[config.mk]
export PLATFORM = sky130hd
export DESIGN_NAME = regfile_write_arbiter_flat
export DESIGN_NICKNAME = d
export VERILOG_FILES = /design/src/rtl/regfile_write_arbiter_if.sv /design/src/rtl/regfile_write_arbiter.sv /design/src/flat_wrapper.sv
export SDC_FILE = /design/constraint.sdc
export NUM_CORES = 1
export LEC_CHECK = 0
export CORE_MARGIN = 8
export CORE_UTILIZATION = 25
export CTS_CLUSTER_SIZE = 8
export DETAILED_ROUTE_END_ITERATION = 10
export PLACE_DENSITY = 0.52
export SLEW_MARGIN = 20
export SYNTH_ARGS = -nofsm -noshare
export SYNTH_HDL_FRONTEND = slang
export SYNTH_SLANG_ARGS = --single-unit
[constraint.sdc]
create_clock -name clk -period 6.2 [get_ports clk]
set_input_delay 1.24 -clock clk [delete_from_list [all_inputs] [get_ports clk]]
set_output_delay 1.24 -clock clk [all_outputs]
set_load 0.1 [all_outputs]
[src/rtl/regfile_write_arbiter_if.sv]
// Writeback request bundle: ALU, load and link requesters plus the decode-side
// issue marker that feeds the pending-write scoreboard.
interface regfile_write_arbiter_if #(
  parameter int REGBITS = 5,
  parameter int WIDTH   = 32
);

  logic               alu_valid;
  logic               alu_ready;
  logic [REGBITS-1:0] alu_dest;
  logic [WIDTH-1:0]   alu_data;

  logic               ld_valid;
  logic               ld_ready;
  logic [REGBITS-1:0] ld_dest;
  logic [WIDTH-1:0]   ld_data;

  logic               lnk_valid;
  logic               lnk_ready;
  logic [WIDTH-1:0]   lnk_data;

  logic               issue_valid;
  logic [REGBITS-1:0] issue_dest;

  // Requester / decode side.
  modport master (
    output alu_valid, alu_dest, alu_data,
    input  alu_ready,
    output ld_valid, ld_dest, ld_data,
    input  ld_ready,
    output lnk_valid, lnk_data,
    input  lnk_ready,
    output issue_valid, issue_dest
  );

  // Arbiter side.
  modport slave (
    input  alu_valid, alu_dest, alu_data,
    output alu_ready,
    input  ld_valid, ld_dest, ld_data,
    output ld_ready,
    input  lnk_valid, lnk_data,
    output lnk_ready,
    input  issue_valid, issue_dest
  );

endinterface

[src/rtl/regfile_write_arbiter.sv]
// Register-file write arbiter. Picks one of link / ALU / load writebacks per
// cycle, registers the chosen write towards the register file and keeps a
// per-register pending-write scoreboard. A starving ALU result is promoted
// above the load path once it has waited AGE_LIMIT cycles.
module regfile_write_arbiter #(
  parameter int REGBITS   = 5,
  parameter int WIDTH     = 32,
  parameter int AGE_LIMIT = 3
) (
  input  logic                      clk,
  input  logic                      reset,
  regfile_write_arbiter_if.slave    wb,
  output logic                      regWriteEn,
  output logic                      RaWriteEn,
  output logic [REGBITS-1:0]        Rdest,
  output logic [WIDTH-1:0]          writeData,
  output logic [(2**REGBITS)-1:0]   busy
);

  localparam int NREGS   = 2 ** REGBITS;
  localparam int AGE_RAW = $clog2(AGE_LIMIT + 1);
  localparam int AGE_W   = (AGE_RAW < 1) ? 1 : AGE_RAW;

  localparam logic [REGBITS-1:0] LINK_REG  = REGBITS'(31);
  localparam logic [AGE_W-1:0]   AGE_MAX   = AGE_W'(AGE_LIMIT);

  // Registered state.
  logic [AGE_W-1:0]   age_q, age_d;
  logic               reg_we_q, reg_we_d;
  logic               ra_we_q, ra_we_d;
  logic [REGBITS-1:0] rdest_q, rdest_d;
  logic [WIDTH-1:0]   wdata_q, wdata_d;
  logic [NREGS-1:0]   busy_q, busy_d;

  // Grant decode.
  logic alu_aged;
  logic lnk_gnt;
  logic alu_gnt;
  logic ld_gnt;

  // Scoreboard masks.
  logic [NREGS-1:0] set_mask;
  logic [NREGS-1:0] clr_mask;
  logic             xfer;
  logic [REGBITS-1:0] xfer_dest;

  // Fixed-priority grant: link, then an aged ALU, then load, then ALU.
  always_comb begin
    alu_aged = wb.alu_valid && (age_q == AGE_MAX);
    lnk_gnt  = !reset && wb.lnk_valid;
    alu_gnt  = !reset && wb.alu_valid && !wb.lnk_valid && (alu_aged || !wb.ld_valid);
    ld_gnt   = !reset && wb.ld_valid && !wb.lnk_valid && !alu_aged;
  end

  assign wb.lnk_ready = lnk_gnt;
  assign wb.alu_ready = alu_gnt;
  assign wb.ld_ready  = ld_gnt;

  // ALU wait counter: counts stalled cycles, saturates, clears when idle or granted.
  always_comb begin
    age_d = age_q;
    if (!wb.alu_valid || alu_gnt) begin
      age_d = '0;
    end else if (age_q != AGE_MAX) begin
      age_d = age_q + AGE_W'(1);
    end
  end

  // Next write towards the register file; address/data hold when idle.
  always_comb begin
    reg_we_d  = 1'b0;
    ra_we_d   = 1'b0;
    rdest_d   = rdest_q;
    wdata_d   = wdata_q;
    xfer      = 1'b0;
    xfer_dest = '0;
    if (lnk_gnt) begin
      ra_we_d   = 1'b1;
      rdest_d   = LINK_REG;
      wdata_d   = wb.lnk_data;
      xfer      = 1'b1;
      xfer_dest = LINK_REG;
    end else if (alu_gnt) begin
      // Writes to register 0 are accepted but never enabled.
      reg_we_d  = (wb.alu_dest != '0);
      rdest_d   = wb.alu_dest;
      wdata_d   = wb.alu_data;
      xfer      = 1'b1;
      xfer_dest = wb.alu_dest;
    end else if (ld_gnt) begin
      reg_we_d  = (wb.ld_dest != '0);
      rdest_d   = wb.ld_dest;
      wdata_d   = wb.ld_data;
      xfer      = 1'b1;
      xfer_dest = wb.ld_dest;
    end
  end

  // Scoreboard update: clear the written register, then set newly issued one (set wins).
  always_comb begin
    set_mask = '0;
    clr_mask = '0;
    if (xfer) begin
      clr_mask[xfer_dest] = 1'b1;
    end
    if (wb.issue_valid && (wb.issue_dest != '0)) begin
      set_mask[wb.issue_dest] = 1'b1;
    end
    busy_d    = (busy_q & ~clr_mask) | set_mask;
    busy_d[0] = 1'b0;
  end

  // State registers with asynchronous clear.
  always_ff @(posedge clk or posedge reset) begin
    if (reset) begin
      age_q    <= '0;
      reg_we_q <= 1'b0;
      ra_we_q  <= 1'b0;
      rdest_q  <= '0;
      wdata_q  <= '0;
      busy_q   <= '0;
    end else begin
      age_q    <= age_d;
      reg_we_q <= reg_we_d;
      ra_we_q  <= ra_we_d;
      rdest_q  <= rdest_d;
      wdata_q  <= wdata_d;
      busy_q   <= busy_d;
    end
  end

  assign regWriteEn = reg_we_q;
  assign RaWriteEn  = ra_we_q;
  assign Rdest      = rdest_q;
  assign writeData  = wdata_q;
  assign busy       = busy_q;

  // Requesters must hold valid and payload until accepted.
  alu_hold_a : assert property (@(posedge clk) disable iff (reset)
    (wb.alu_valid && !wb.alu_ready) |=>
      (wb.alu_valid && $stable(wb.alu_dest) && $stable(wb.alu_data)));

  ld_hold_a : assert property (@(posedge clk) disable iff (reset)
    (wb.ld_valid && !wb.ld_ready) |=>
      (wb.ld_valid && $stable(wb.ld_dest) && $stable(wb.ld_data)));

  lnk_hold_a : assert property (@(posedge clk) disable iff (reset)
    (wb.lnk_valid && !wb.lnk_ready) |=>
      (wb.lnk_valid && $stable(wb.lnk_data)));

  one_ready_a : assert property (@(posedge clk)
    $onehot0({wb.alu_ready, wb.ld_ready, wb.lnk_ready}));

  one_we_a : assert property (@(posedge clk) !(regWriteEn && RaWriteEn));

endmodule

[src/flat_wrapper.sv]
// flat-port wrapper written by rule: the top's interface ports become plain ports
module regfile_write_arbiter_flat 
#(
  parameter int REGBITS   = 5,
  parameter int WIDTH     = 32,
  parameter int AGE_LIMIT = 3
)
  (clk, reset, regWriteEn, RaWriteEn, Rdest, writeData, busy, wb_alu_valid, wb_alu_dest, wb_alu_data, wb_alu_ready, wb_ld_valid, wb_ld_dest, wb_ld_data, wb_ld_ready, wb_lnk_valid, wb_lnk_data, wb_lnk_ready, wb_issue_valid, wb_issue_dest);
  regfile_write_arbiter_if #(.REGBITS(REGBITS), .WIDTH(WIDTH)) wb_i ();
  input  logic clk;
  input  logic reset;
  output logic regWriteEn;
  output logic RaWriteEn;
  output logic [REGBITS-1:0] Rdest;
  output logic [WIDTH-1:0] writeData;
  output logic [(2**REGBITS)-1:0] busy;
  input wire logic [$bits(wb_i.alu_valid)-1:0] wb_alu_valid;
  input wire logic [$bits(wb_i.alu_dest)-1:0] wb_alu_dest;
  input wire logic [$bits(wb_i.alu_data)-1:0] wb_alu_data;
  output wire logic [$bits(wb_i.alu_ready)-1:0] wb_alu_ready;
  input wire logic [$bits(wb_i.ld_valid)-1:0] wb_ld_valid;
  input wire logic [$bits(wb_i.ld_dest)-1:0] wb_ld_dest;
  input wire logic [$bits(wb_i.ld_data)-1:0] wb_ld_data;
  output wire logic [$bits(wb_i.ld_ready)-1:0] wb_ld_ready;
  input wire logic [$bits(wb_i.lnk_valid)-1:0] wb_lnk_valid;
  input wire logic [$bits(wb_i.lnk_data)-1:0] wb_lnk_data;
  output wire logic [$bits(wb_i.lnk_ready)-1:0] wb_lnk_ready;
  input wire logic [$bits(wb_i.issue_valid)-1:0] wb_issue_valid;
  input wire logic [$bits(wb_i.issue_dest)-1:0] wb_issue_dest;
  assign wb_i.alu_valid = wb_alu_valid;
  assign wb_i.alu_dest = wb_alu_dest;
  assign wb_i.alu_data = wb_alu_data;
  assign wb_alu_ready = wb_i.alu_ready;
  assign wb_i.ld_valid = wb_ld_valid;
  assign wb_i.ld_dest = wb_ld_dest;
  assign wb_i.ld_data = wb_ld_data;
  assign wb_ld_ready = wb_i.ld_ready;
  assign wb_i.lnk_valid = wb_lnk_valid;
  assign wb_i.lnk_data = wb_lnk_data;
  assign wb_lnk_ready = wb_i.lnk_ready;
  assign wb_i.issue_valid = wb_issue_valid;
  assign wb_i.issue_dest = wb_issue_dest;
  regfile_write_arbiter #(.REGBITS(REGBITS), .WIDTH(WIDTH), .AGE_LIMIT(AGE_LIMIT)) u_core (.clk(clk), .reset(reset), .wb(wb_i), .regWriteEn(regWriteEn), .RaWriteEn(RaWriteEn), .Rdest(Rdest), .writeData(writeData), .busy(busy));
endmodule
======== Word-level counts from Yosys, hierarchy flattened ========
Cells that the tools add are included.
word-level totals
  register bits ........................... 72
  word-level logic and storage cells ...... 63
cells by class
  add/subtract/negate cells ............... 1
  order comparisons ....................... 4
  equality and inequality tests ........... 2
  muxes and demuxes ....................... 24
  bitwise logic cells ..................... 3
  reduce and logical (&&, ||, !) cells .... 23
operators by type and width
  operator               number
  $mux W32               5
  $and A32 B32 Y32       1
  $not A32 Y32           1
  $or A32 B32 Y32        1
  $mux W5                6
  $reduce_bool A5 Y1     3
  $lt A5 B6 Y1 const B   2
  $logic_and A1 B1 Y1    11
  $demux W1 S5           2
  $ge A5 B1 Y1 const B   2
  $mux W1                9
  $logic_not A1 Y1       5
  $mux W2                2
  $reduce_bool A3 Y1     1
  $add A2 B1 Y2 const B  1
  $eq A2 B2 Y1 const B   1
  $logic_or A1 B1 Y1     2
  $ne A2 B2 Y1 const B   1
  $reduce_bool A2 Y1     1

======== Depth between registers and ports, before layout ========
  depth after elaboration ................. 15
  depth in mapped cells ................... 10

======== Worst setup path after synthesis ========
Ideal clock, no wire load.
  kind .................................... input to output
  start point ............................. input reset
  end point ............................... output wb_lnk_ready
  data arrival time ....................... 3846 ps
  data required time ...................... 4960 ps
  slack ................................... 1114 ps
  stages on the path ...................... 4
  path buffers ............................ 1
  cells stage by stage .................... buf_2 > inv_1 > nand2_1 > inv_1
on the way
  word-level cells in the longest chain between the ends .. 2
ends and longest elaborated chain
  what                 line                         source
  start, declared      flat_wrapper.sv:11           input logic reset;
  $logic_not A1 Y1     regfile_write_arbiter.sv:50  lnk_gnt = !reset && wb.lnk_valid;
  $logic_and A1 B1 Y1  regfile_write_arbiter.sv:50
  end, declared        flat_wrapper.sv:27           output wire logic [$bits(wb_i.lnk_ready)-1:0] wb_lnk_ready;
No other way between the ends.

======== Worst setup path in the final report ========
Ends and elaborated chain as after synthesis.

==> metrics <==
DRC 0; Synth Cell Area 0.004036 mm2; 1st-iter DRT viols roughly 310; run status completed; slowest stage delay, CP approximately 0.96 ns; port bufs around 190; commonest non-fill, non-tap cells in the layout clkdlybuf4s50_1 (186), dfrtp_1 (72), nor2_1 (69); initial antenna violation count 0; worst flop-to-flop path startpoint u_core.age_q[0]; CP max-delay cell clkdlybuf4s50_1; syn nets ~550; num ports approximately 190; multi-input logic area about 0.0020 mm2; sequential cell area approximately 0.0018 mm2; final setup TNS 0 ns; Max Cap Viol 0; Flop pwr share roughly 27%; Worst setup EP type output port; starting density of the core around a quarter; VDD IR max 0.1511 mV; drt pass-1 iters 5; layout cells sized above 1 5.902%; post-CTS setup buffer count 0; worst min path class reg -> reg; Hold-fix buffers, CTS 0; Max-slew headroom ~29%; crit path kind in -> out; DRT Wirelength around 16 mm; RSZ-0062 raised after global routing no; die area 0.02047 mm2; placed instance count a little over 800; vias in the first global route around 4.3k; Final nets 723; Crit Reg-Reg Endpoint u_core.busy[27]; DP HPWL between 10 and 15 mm; clock tree buffer depth 2; Reg2Reg Depth 7; Cells after Synth roughly 430; Startpoint Class primary input; cell-internal power between 1000 and 1500 uW; root buffer cell clkbuf_16; leakage power around 0.0028 uW; combinational cell fraction of total power approximately 46%; most common cell after layout, fill and taps aside clkdlybuf4s50_1; clk sinks 72; Sw Share ~45%; # setup viols final 0; fillcell total about 1.6k; Avg Cell Area, Syn 9.365 um2; ys flop type dfrtp_1; GRT Overall Usage roughly 15%; crit path to wb_lnk_ready; clock share of power 26.9%; first-pass GRT wire length approximately 24 mm; drt wl/cell approximately 19 um; dpl cell area approximately 0.006 mm2; largest net degree at the start of global routing between 60 and 70; via density per instance just under 5; Core ar. 0.01583 mm2; pins over their slew limit 0; Ant. Diodes 0; Cell Chain, Critical Path clkdlybuf4s50_1, clkinv_2, nand2_2, inv_1, buf_4; Post-synth EDFFs 0; clock transition at the registers of the reported paths 0.05 ns; post-synth cell types 50; clk_skew roughly 0.0088 ns; routability cong. 0.8308; Worst-Margin Slew roughly 1.1 ns; die width 143.1 um; Final Hold Vio Count 0; largest cells by area after synthesis dfrtp_1 (45%), mux2i_1 (7.9%), nor2_1 (6.4%); register area share after synthesis roughly 45%; Power Density around 340 mW/mm2; WP data arrival around 3.4 ns; Max H-tree Level 3; area grow syn2layout 58.83%; antenna-violating nets left 0; Final Non-Filler Cells ~830; Yosys warning total 0; dominant cell type by area after synthesis dfrtp_1; final instance area between 0.006 and 0.007 mm2; R2R Setup Slk around 3.2 ns; clk_lat worst skew around 0.34 ns; CTS resizes 0; Period Utilization, post-route between 70% and 80%; Tmin final about 4.6 ns; Synth Register Bits between 70 and 80; Synth top area share approximately 45%; P_sw roughly 1000 uW; clock buffer count from CTS 9; worst-path fanout max 26; Die Y 143.1 um; row cnt 46; Required @ worst endpoint 4.96 ns; CTS tree built; Synth async-reset ratio between 90% and 100%; Worst Setup SP reset; Peak Freq 0.2157 GHz; GRT overflow 0; via count around 4.1k
worst min path at each step:
| stage | from | endpoint | slack (ns) | cells after the start |
|---|---|---|---|---|
| floorplan | u_core.age_q[1] | u_core.age_q[1] | 0.50 | 2 |
| global placement | u_core.writeData[31] | u_core.writeData[31] | 0.46 | 1 |
| detailed placement | u_core.writeData[19] | u_core.writeData[19] | 0.46 | 1 |
| CTS | u_core.writeData[19] | u_core.writeData[19] | 0.48 | 1 |
| global route | u_core.writeData[4] | u_core.writeData[4] | 0.49 | 1 |
| finish | u_core.writeData[28] | u_core.writeData[28] | 0.47 | 1 |
metrics by stage:
| step | setup slack [ns] | total power [uW] | util (%) | hold WS (ns) |
|---|---|---|---|---|
| finish | 1.564 | 2180 | 40.51 | 0.4704 |
| global route | 1.296 | 2264 | 40.51 | 0.4903 |
| CTS | 1.477 | 2204 | 40.51 | 0.4777 |
| detailed placement | 1.484 | 1606 | 38.35 | 0.4647 |
| global placement | 1.551 | 1602 | 38.35 | 0.4609 |
| floorplan | 1.114 | 1300 | - | 0.5026 |
area by class of cell:
type,instances,share of cell area [%]
well taps,216,4.215
inverters,12,0.7221
clock buffers,12,4.157
clock inverters,4,1.171
multi-input cells,317,31.77
repair buffers,193,29.86
flip-flops and latches,72,28.10
per-layer routing:
| metal | global-route usage [%] | share of wire [%] | wire (um) |
|---|---|---|---|
| met5 | 0 | 0 | 0 |
| met4 | 4.251 | 1.4 | 221 |
| met3 | 4.775 | 6.8 | 1088 |
| met2 | 26.73 | 53 | 8417 |
| met1 | 17.88 | 39 | 6209 |
registers in the layout (all words and copies together), names as in the netlist:
signal	flops
u_core.writeData	32
u_core.busy	31
u_core.Rdest	5
u_core.age_q	2
u_core.RaWriteEn	1
u_core.regWriteEn	1
critical path, delay by kind of cell:
family                 cells  cell delay, ns
buffers and inverters      4            1.93
and+or+nand+nor            1            0.19
cells by family (layout without fill, tap and decap cells):
logic type,Yosys count,count (layout),synth area share (%)
and+or+nand+nor,132,132,14.66
AOI/OAI and AO/OA,151,151,27.40
buffers and inverters,42,221,4.960
DFF,72,72,44.64
other,1,1,0.09291
muxes,32,32,7.936
adders and majority gates,1,1,0.3099
synth_stat cells, drive strengths merged (6+ instances only):
master and instances:
dfrtp 72, o21ai 22, o41ai 11, a211oi 32
buf 19, clkbuf 11, nand3 8, nand2b 6
nor3 9, nand2 24, o31ai 12, a31oi 12
inv 12, nor2 70, mux2i 32, a21o 32
power groups by stage:
stage          Combinational (uW)  Sequential (uW)  Clock [uW]
2_1_floorplan                 166             1130           0
3_3_place_gp                  998              605           0
3_5_place_dp                 1000              603           0
4_1_cts                      1000              598         601
5_1_grt                      1040              606         623
6_report                      997              596         587
Note: power is estimated with default switching activity, not from simulation.
